$ cat config.mk
export PLATFORM = sky130hd
export DESIGN_NAME = dcache_wb_ctrl
export DESIGN_NICKNAME = d
export VERILOG_FILES = /design/src/rtl/dcache_wb_ctrl.sv
export SDC_FILE = /design/constraint.sdc
export NUM_CORES = 1
export LEC_CHECK = 0
export BUFFER_PORTS_ARGS = -buffer_cell sky130_fd_sc_hd__buf_2
export CAP_MARGIN = 0
export CELL_PAD_IN_SITES_DETAIL_PLACEMENT = 1
export CELL_PAD_IN_SITES_GLOBAL_PLACEMENT = 1
export CORE_AREA = 2 2 171 173
export CTS_CLUSTER_DIAMETER = 30
export CTS_CLUSTER_SIZE = 40
export DETAILED_ROUTE_END_ITERATION = 8
export DIE_AREA = 0 0 173 175
export PLACE_DENSITY = 0.79
export SKIP_CTS_REPAIR_TIMING = 1
export SYNTH_ARGS = -nofsm -noshare
export SYNTH_HDL_FRONTEND = slang
export SYNTH_SLANG_ARGS = --single-unit
$ cat constraint.sdc
create_clock -name clk -period 4.02 [get_ports clk]
set_input_delay 0.402 -clock clk [delete_from_list [all_inputs] [get_ports clk]]
set_output_delay 0.402 -clock clk [all_outputs]
set_load 0.02 [all_outputs]
$ cat src/rtl/dcache_wb_ctrl.sv
// Direct-mapped write-back/write-allocate data cache controller between the LSU and the DRAM model.
// Latency: hit 1 cycle after acceptance, clean miss 4, dirty miss 5 (plus any DRAM stall cycles).
// Backpressure: one request in flight (cpu_busy); DRAM stalls by holding mem_ready low while mem_req is high.
// Optional: define DCACHE_STATS_EN to add saturating o_hit_count/o_miss_count outputs.
module dcache_wb_ctrl #(
  parameter int DATA_W = 11,
  parameter int LINES  = 16
) (
  input  logic              clk,
  input  logic              rst,
  input  logic              i_cpu_req,
  input  logic              i_cpu_we,
  input  logic [31:0]       i_cpu_addr,
  input  logic [DATA_W-1:0] i_cpu_wdata,
  output logic              o_cpu_busy,
  output logic              o_cpu_ready,
  output logic [DATA_W-1:0] o_cpu_rdata,
  output logic              o_mem_req,
  output logic              o_mem_we,
  output logic [31:0]       o_mem_address,
  output logic [DATA_W-1:0] o_mem_wdata,
  input  logic              i_mem_ready,
  input  logic [DATA_W-1:0] i_mem_rdata
`ifdef DCACHE_STATS_EN
  ,
  output logic [15:0]       o_hit_count,
  output logic [15:0]       o_miss_count
`endif
);

  localparam int IDX   = $clog2(LINES);
  localparam int TAG_W = 10 - IDX;

  typedef enum logic [2:0] {
    S_IDLE,
    S_LOOKUP,
    S_WB,
    S_FILL,
    S_FILL_WAIT
  } state_t;

  state_t            r_state;
  logic              r_we;
  logic [9:0]        r_addr;
  logic [DATA_W-1:0] r_wdata;
  logic [LINES-1:0]  r_valid;
  logic [LINES-1:0]  r_dirty;
  logic [TAG_W-1:0]  r_tag  [LINES];
  logic [DATA_W-1:0] r_data [LINES];
  logic              r_cpu_ready;
  logic [DATA_W-1:0] r_cpu_rdata;

  logic [IDX-1:0]    w_idx;
  logic [TAG_W-1:0]  w_tag;
  logic              w_hit;
  logic              w_victim_dirty;
  logic              w_unused;

  // Upper address bits alias onto the same 1024-word space and are dropped.
  assign w_unused       = ^i_cpu_addr[31:10];

  assign w_idx          = r_addr[IDX-1:0];
  assign w_tag          = r_addr[9:IDX];
  assign w_hit          = r_valid[w_idx] && (r_tag[w_idx] == w_tag);
  assign w_victim_dirty = r_valid[w_idx] && r_dirty[w_idx];

  assign o_cpu_busy  = (r_state != S_IDLE);
  assign o_cpu_ready = r_cpu_ready;
  assign o_cpu_rdata = r_cpu_rdata;

  // DRAM port is a pure decode of the state and the latched request; idle fields stay zero.
  always_comb begin
    o_mem_req     = 1'b0;
    o_mem_we      = 1'b0;
    o_mem_address = 32'd0;
    o_mem_wdata   = '0;
    case (r_state)
      S_WB: begin
        o_mem_req     = 1'b1;
        o_mem_we      = 1'b1;
        o_mem_address = {22'd0, r_tag[w_idx], w_idx};
        o_mem_wdata   = r_data[w_idx];
      end
      S_FILL: begin
        o_mem_req     = 1'b1;
        o_mem_address = {22'd0, r_addr};
      end
      default: ;
    endcase
  end

  // Control FSM: request latch, line valid/dirty bits and the registered CPU response.
  always_ff @(posedge clk) begin
    if (rst) begin
      r_state     <= S_IDLE;
      r_we        <= 1'b0;
      r_addr      <= '0;
      r_wdata     <= '0;
      r_valid     <= '0;
      r_dirty     <= '0;
      r_cpu_ready <= 1'b0;
      r_cpu_rdata <= '0;
    end else begin
      r_cpu_ready <= 1'b0;
      case (r_state)
        S_IDLE: begin
          if (i_cpu_req) begin
            r_we    <= i_cpu_we;
            r_addr  <= i_cpu_addr[9:0];
            r_wdata <= i_cpu_wdata;
            r_state <= S_LOOKUP;
          end
        end
        S_LOOKUP: begin
          if (w_hit) begin
            if (r_we) begin
              r_dirty[w_idx] <= 1'b1;
            end else begin
              r_cpu_rdata <= r_data[w_idx];
            end
            r_cpu_ready <= 1'b1;
            r_state     <= S_IDLE;
          end else if (w_victim_dirty) begin
            r_state <= S_WB;
          end else begin
            r_state <= S_FILL;
          end
        end
        S_WB: begin
          if (i_mem_ready) begin
            r_dirty[w_idx] <= 1'b0;
            r_state        <= S_FILL;
          end
        end
        S_FILL: begin
          if (i_mem_ready) begin
            r_state <= S_FILL_WAIT;
          end
        end
        S_FILL_WAIT: begin
          // Replay the lookup so a pending store merges into the freshly filled line.
          r_valid[w_idx] <= 1'b1;
          r_dirty[w_idx] <= 1'b0;
          r_state        <= S_LOOKUP;
        end
        default: r_state <= S_IDLE;
      endcase
    end
  end

  // Tag/data storage needs no reset: the valid bits gate every use of it.
  always_ff @(posedge clk) begin
    if (!rst) begin
      if (r_state == S_LOOKUP && w_hit && r_we) begin
        r_data[w_idx] <= r_wdata;
      end else if (r_state == S_FILL_WAIT) begin
        r_data[w_idx] <= i_mem_rdata;
        r_tag[w_idx]  <= w_tag;
      end
    end
  end

`ifdef DCACHE_STATS_EN
  logic        r_first;
  logic [15:0] r_hit_count;
  logic [15:0] r_miss_count;

  assign o_hit_count  = r_hit_count;
  assign o_miss_count = r_miss_count;

  // Count only the first lookup of each request; replays after a fill are ignored.
  always_ff @(posedge clk) begin
    if (rst) begin
      r_first      <= 1'b0;
      r_hit_count  <= '0;
      r_miss_count <= '0;
    end else begin
      if (r_state == S_IDLE && i_cpu_req) begin
        r_first <= 1'b1;
      end else if (r_state == S_LOOKUP) begin
        r_first <= 1'b0;
        if (r_first) begin
          if (w_hit) begin
            if (r_hit_count != 16'hFFFF) r_hit_count <= r_hit_count + 16'd1;
          end else begin
            if (r_miss_count != 16'hFFFF) r_miss_count <= r_miss_count + 16'd1;
          end
        end
      end
    end
  end
`endif

endmodule
==> metrics.cfg, run 1 <==
[run_status]
status=finished clean

[clocking]
clk_pin_slew_ns=0.05
clockRootBuffer=clkbuf_16
clk_latency_ns=0.57
clock_sinks=345
numCtsBuffers=67
htreeDepth=3
cts_tree=done
clk_path_buf_depth=3

[global_route]
overflow=0
antenna_found_initial=2
grtUsageTotal=0.260
grt_max_degree=44
grt_pass1_vias=9233
grt_pass1_wl_um=59100

[timing]
fmaxAchievable_mhz=282
finalSetupTns_ns=0
worst_slew_pin_slew_ns=1.03
hold_viol=0
setup_viol=0
rsz0062_at_grt=no
final_max_slew_viol_count=0
setup_slack_ns=0.476
slew_headroom=0.311
fin_crit_sh=0.882
min_period_ns=3.54
final.setup_skew_ns=0.0256

[placed_design]
dp.final_hpwl_um=22000
dp_slack_ns=0.673
routabilityCongestion=0.790
port_buffers=72

[routing]
drt_pass1_iterations=4
drt_iter0_markers=871
vias_per_cell=6.00
drtAntennaViolNets=0
routed_wl_um=38500
wire_per_inst_um=26.9
vias=8581
drc=0

[setup_path]
end_kind=output pin
cp_max_fo=25
arrival_ns=3.14
reg2reg_depth=9
critPathRequiredTime_ns=3.62
criticalPathCategory=flip-flop to output pin
cp-start-kind=flip-flop

[logic_synthesis]
synth_area_per_cell_sq_um=16.1
netlist_area_sq_um=14100
synth_edf_count=272
ys_async_sr_fraction=0
ys_seq_elements=345
synth_cells=877
yosysUniqueCellTypes=53
ys.flop_type=edfxtp_1
seq_area_frac_synth=0.684
yosysWarnings=0

[floorplan]
rows=62
ioPinCount=117
start_util=0.496
dieWidth_um=173
coreArea_sq_um=28400
die_h_um=175
dieArea_sq_um=30300

[cells_and_area]
drive_above_1_share=0.304
n_fill_cell=2600
final_net_count=1050
diodes=0
final_common_cell=edfxtp_1
final_cell_mix=edfxtp_1 (272), nand2_1 (84), mux4_2 (75)
multi_input_area_sq_um=4050
syn2layout_area_growth_pct=21.0
regArea_sq_um=9640

[power]
power.density_nw_per_um2=664
p_leak_nw=5.84
total_power_mw=11.3
ir_worst_vdd_v=0.000324

[hold_path]
min_path_cells=3
hold_class=input port to flip-flop

[job]
cap_viol_max_count=0

routing by layer:
metal  routed length, um  part of all wire  track usage
met2               18400              0.48        0.414
met1               15700              0.41        0.353
met4                1120             0.029       0.0996
met5                  13           0.00034            0
met3                3220             0.084       0.0592
worst max-delay path, cell delays in order, from the launching register on:
cell,delay (ns)
dfxtp_4,0.64
buf_4,0.37
mux4_2,0.59
mux2i_4,0.19
nand2_1,0.09
inv_1,0.09
a211oi_1,0.06
a21oi_1,0.27
nor2_1,0.07
buf_2,0.18
Yosys cell counts, types with 8 or more instances:
library cell | count | share of area
mux4_2 | 75 | 0.12
nor2_1 | 49 | 0.013
buf_4 | 25 | 0.013
a22oi_1 | 14 | 0.0075
dfxtp_1 | 73 | 0.10
nand2_1 | 84 | 0.022
nor2b_1 | 9 | 0.0040
a21oi_1 | 51 | 0.018
a31oi_1 | 9 | 0.0040
clkbuf_1 | 34 | 0.0091
mux2_2 | 13 | 0.010
and2_1 | 17 | 0.0076
buf_2 | 8 | 0.0028
o211ai_1 | 16 | 0.0085
mux2i_1 | 43 | 0.031
o21ai_1 | 11 | 0.0039
edfxtp_1 | 272 | 0.58
state kept, by name, summed over array words and instances (netlist names), named ones only:
name / count
r_we: 1
r_data: 176
r_wdata: 11
r_addr: 10
r_valid: 16
r_state: 3
o_cpu_rdata: 11
r_tag: 96
o_cpu_ready: 1
path summary, 6_finish.rpt:
check                                               from                        to  slack (ns)
worst max-delay path                           flip-flop          o_mem_address[9]        0.48
worst max register to register                 flip-flop    r_data[7][5]$_DFFE_PP_        0.51
worst min register to register  r_wdata[10]$_SDFFE_PP0P_  r_wdata[10]$_SDFFE_PP0P_        0.45
worst min-delay path                      i_cpu_wdata[8]   r_wdata[8]$_SDFFE_PP0P_        0.08
kinds of logic (layout without fill, tap and decap cells):
group | after synthesis | in the layout | synth area share
xor gates and xnor gates | 5 | 5 | 0.00311
other | 1 | 22 | 0.000266
AOI/OAI and AO/OA | 122 | 122 | 0.0554
muxes | 132 | 132 | 0.162
buffers and inverters | 86 | 233 | 0.0344
and+or+nand+nor | 186 | 186 | 0.0606
DFF | 345 | 345 | 0.684
final cells by class:
type | count | share of cell area
multi-input combinational | 467 | 0.238
clock buffer | 78 | 0.104
clock inverter | 45 | 0.0263
inverter | 6 | 0.00132
sequential | 345 | 0.566
tap | 384 | 0.0282
timing repair buffer | 104 | 0.0367
report_power, final:
| group | switching (mW) | internal, mW |
|---|---|---|
| sequential | 0.237 | 4.05 |
| combinational | 0.987 | 0.578 |
| clock | 2.03 | 3.44 |
through the flow:
stage	utilization	instances	hold WS [ns]	instance area [sq um]
global route	0.600	1429	0.0984	17000
global placement	0.522	1306	0.441	14800
finish	0.600	1429	0.0804	17000
floorplan	-	898	0.432	14200
detailed placement	0.522	1306	0.447	14800
CTS	0.600	1429	0.0638	17000
Note: power is estimated with default switching activity, not from simulation.
==> run 2: changes to the inputs <==
- BUFFER_PORTS_ARGS: -buffer_cell sky130_fd_sc_hd__buf_2 -> default
- CAP_MARGIN: 0 -> default
- CORE_AREA: 2 2 171 173 -> 2 2 165 167
- DIE_AREA: 0 0 173 175 -> 0 0 167 169
- DONT_BUFFER_PORTS: default -> 1
- PLACE_DENSITY: 0.79 -> 0.84
==> run 2 against run 1 <==
Against the previous run: the run now ends with hold timing left; setup slack worse by 0.14 ns; die area is 6.8% lower; largest cell class unchanged; sequential power hardly changed; sequential share of layout area is 1.2 points higher; first-iteration DRC count is 22% higher; critical path depth is 5 lower; register-to-register slack worse by 0.12 ns; maximum frequency is 3.7% lower; largest power group unchanged; clock-buffer cell count is 4 lower.
==> metrics.cfg, run 2 (synthesis results as in run 1) <==
[run_status]
status=finished, violations left
violations=hold timing

[timing]
rsz0062_at_grt=no
hold_viol=8  ; +8
final.setup_skew_ns=0.0326  ; +0.00708 ns
hold_slack_ns=-0.0138  ; -0.0942 ns
worst_slew_pin_slew_ns=0.933  ; -0.0960 ns
slew_headroom=0.377  ; +0.0657
setup_viol=0  ; unchanged
fmaxAchievable_mhz=272  ; -3.7%
final_max_slew_viol_count=0  ; unchanged
fin_crit_sh=0.916  ; +0.0343
min_period_ns=3.68  ; +0.138 ns
finalSetupTns_ns=0  ; unchanged

[placed_design]
routabilityCongestion=0.771  ; -2.3%
port_buffers=0  ; -100%
dp.final_hpwl_um=22200  ; +0.97%
placed_area_sq_um=14400  ; -3.1%

[power]
p_sw_frac=0.287  ; about the same
seqPwrFrac=0.377  ; -0.002
p_clk_frac=0.490  ; +0.007
ir_worst_vdd_v=0.000363  ; +12%
combPwrFrac=0.133  ; -0.005
power.density_nw_per_um2=681  ; +2.6%
p_leak_nw=5.52  ; -5.4%
cell_internal_pwr_mw=8.10  ; +0.45%
switchingPower_mw=3.27  ; +0.42%

[setup_path]
criticalPathCategory=flip-flop to output pin
arrival_ns=3.28  ; +0.14 ns
crit_slowest_cell=dfxtp_4
crit_family=multiplexers
cp_slowest_stage_delay_ns=0.73  ; +0.09 ns
critPathRequiredTime_ns=3.62  ; about the same
cp-start-kind=flip-flop
worstPathBufferInverterCount=1  ; -2
cp_max_fo=32  ; +28%
end_kind=output pin
crit_chain=buf_4 > mux4_2 > mux4_2 > and2_1
cpMostUsedCell=mux4_2

[cells_and_area]
largest_reg_flops=176  ; unchanged
final_net_count=982  ; -6.5%
syn2layout_area_growth_pct=18.5
final_cell_mix=edfxtp_1 (272), nand2_1 (84), mux4_2 (75)
top_register=r_data
diodes=0  ; unchanged
n_fill_cell=2311  ; -11%
design_area_sq_um=16700  ; -2.1%
final_common_cell=edfxtp_1
drive_above_1_share=0.248  ; -0.0564
reg_top3=r_data x176, r_tag x96, r_valid x16

[clocking]
cts_tree=done
clockRootBuffer=clkbuf_16
numCtsBuffers=66  ; -1.5%
clk_path_buf_depth=3  ; unchanged
clk_pin_slew_ns=0.05  ; about the same
clock_sinks=345  ; unchanged
clk_latency_ns=0.57  ; about the same
htreeDepth=3  ; unchanged

[job]
cap_viol_max_count=0  ; unchanged

[routing]
wire_per_inst_um=29.9  ; +11%
vias=8576  ; -0.058%
vias_per_cell=6.51  ; +8.4%
drt_pass1_iterations=5  ; +1
drc=0  ; unchanged
drtAntennaViolNets=0  ; unchanged
drt_iter0_markers=1063  ; +22%
routed_wl_um=39400  ; +2.4%

[global_route]
grt_max_degree=46  ; +4.5%
overflow=0  ; unchanged
antenna_found_initial=0  ; -2
grt_pass1_wl_um=58700  ; -0.60%
grt_pass1_vias=9103  ; -1.4%
grtUsageTotal=0.282  ; +0.0218

[floorplan]
start_util=0.531  ; +0.0354
coreArea_sq_um=26500  ; -6.7%
die_h_um=169  ; -3.4%
dieWidth_um=167  ; -3.5%
ioPinCount=117  ; unchanged
rows=60  ; -3.2%
dieArea_sq_um=28200  ; -6.8%

[hold_path]
hold_class=input port to flip-flop

-- run 2: changes by cell type in the layout (fill, tap and decap cells not counted), moves of 3 or more --
cell / previous run / this run
clkinv_2: 10 / 7
buf_2: 72 / 0
inv_6: 10 / 6
clkbuf_8: 4 / 1
inv_8: 0 / 4
dlygate4sd3_1: 0 / 7
-- run 2: power groups by stage --
stage          Sequential [mW]  Clock (mW)  Combinational, mW
2_1_floorplan             4.17           0               1.18
3_3_place_gp              4.33           0               1.35
3_5_place_dp              4.34           0               1.42
4_1_cts                   4.28        5.61               1.49
5_1_grt                   4.31        5.74               1.59
6_report                  4.29        5.57               1.51
-- run 2: area by class of cell --
type | instances | area, sq um | area share
sequential | 345 | 9640 | 0.577
multi-input combinational | 467 | 4050 | 0.243
clock buffer | 74 | 1760 | 0.105
clock inverter | 47 | 490 | 0.0294
tap | 341 | 427 | 0.0256
timing repair buffer | 37 | 308 | 0.0184
inverter | 6 | 22.5 | 0.00135
-- run 2: metal layers --
metal  track usage  vias up  routed length, um  share of wire
met5             0        -                  0              0
met4         0.140        0               1660          0.042
met3        0.0575      123               3400          0.086
met2         0.448      565              18900           0.48
met1         0.376     4427              15400           0.39
li1              -     3461                  -              -
-- run 2: final timing paths --
| check | from | end | slack, ns | depth (start not counted) |
|---|---|---|---|---|
| setup reg to reg | flip-flop | r_data[3][7]$_DFFE_PP_ | 0.39 | 8 |
| setup / recovery | flip-flop | o_mem_wdata[4] | 0.34 | 4 |
| hold / removal | i_cpu_wdata[10] | r_wdata[10]$_SDFFE_PP0P_ | -0.01 | 2 |
| hold reg to reg | r_wdata[10]$_SDFFE_PP0P_ | r_wdata[10]$_SDFFE_PP0P_ | 0.45 | 2 |
-- run 2: metrics by stage --
stage / util / worst slack [ns] / power, mW / hold WS [ns] / instances
4_1_cts: 0.626 / 0.274 / 11.4 / -0.121 / 1309
2_1_floorplan: - / 1.08 / 5.35 / 0.432 / 898
6_report: 0.630 / 0.338 / 11.4 / -0.0138 / 1317
3_5_place_dp: 0.542 / 0.611 / 5.77 / 0.438 / 1188
3_3_place_gp: 0.542 / 0.807 / 5.69 / 0.434 / 1188
5_1_grt: 0.630 / 0.178 / 11.6 / -0.00278 / 1317
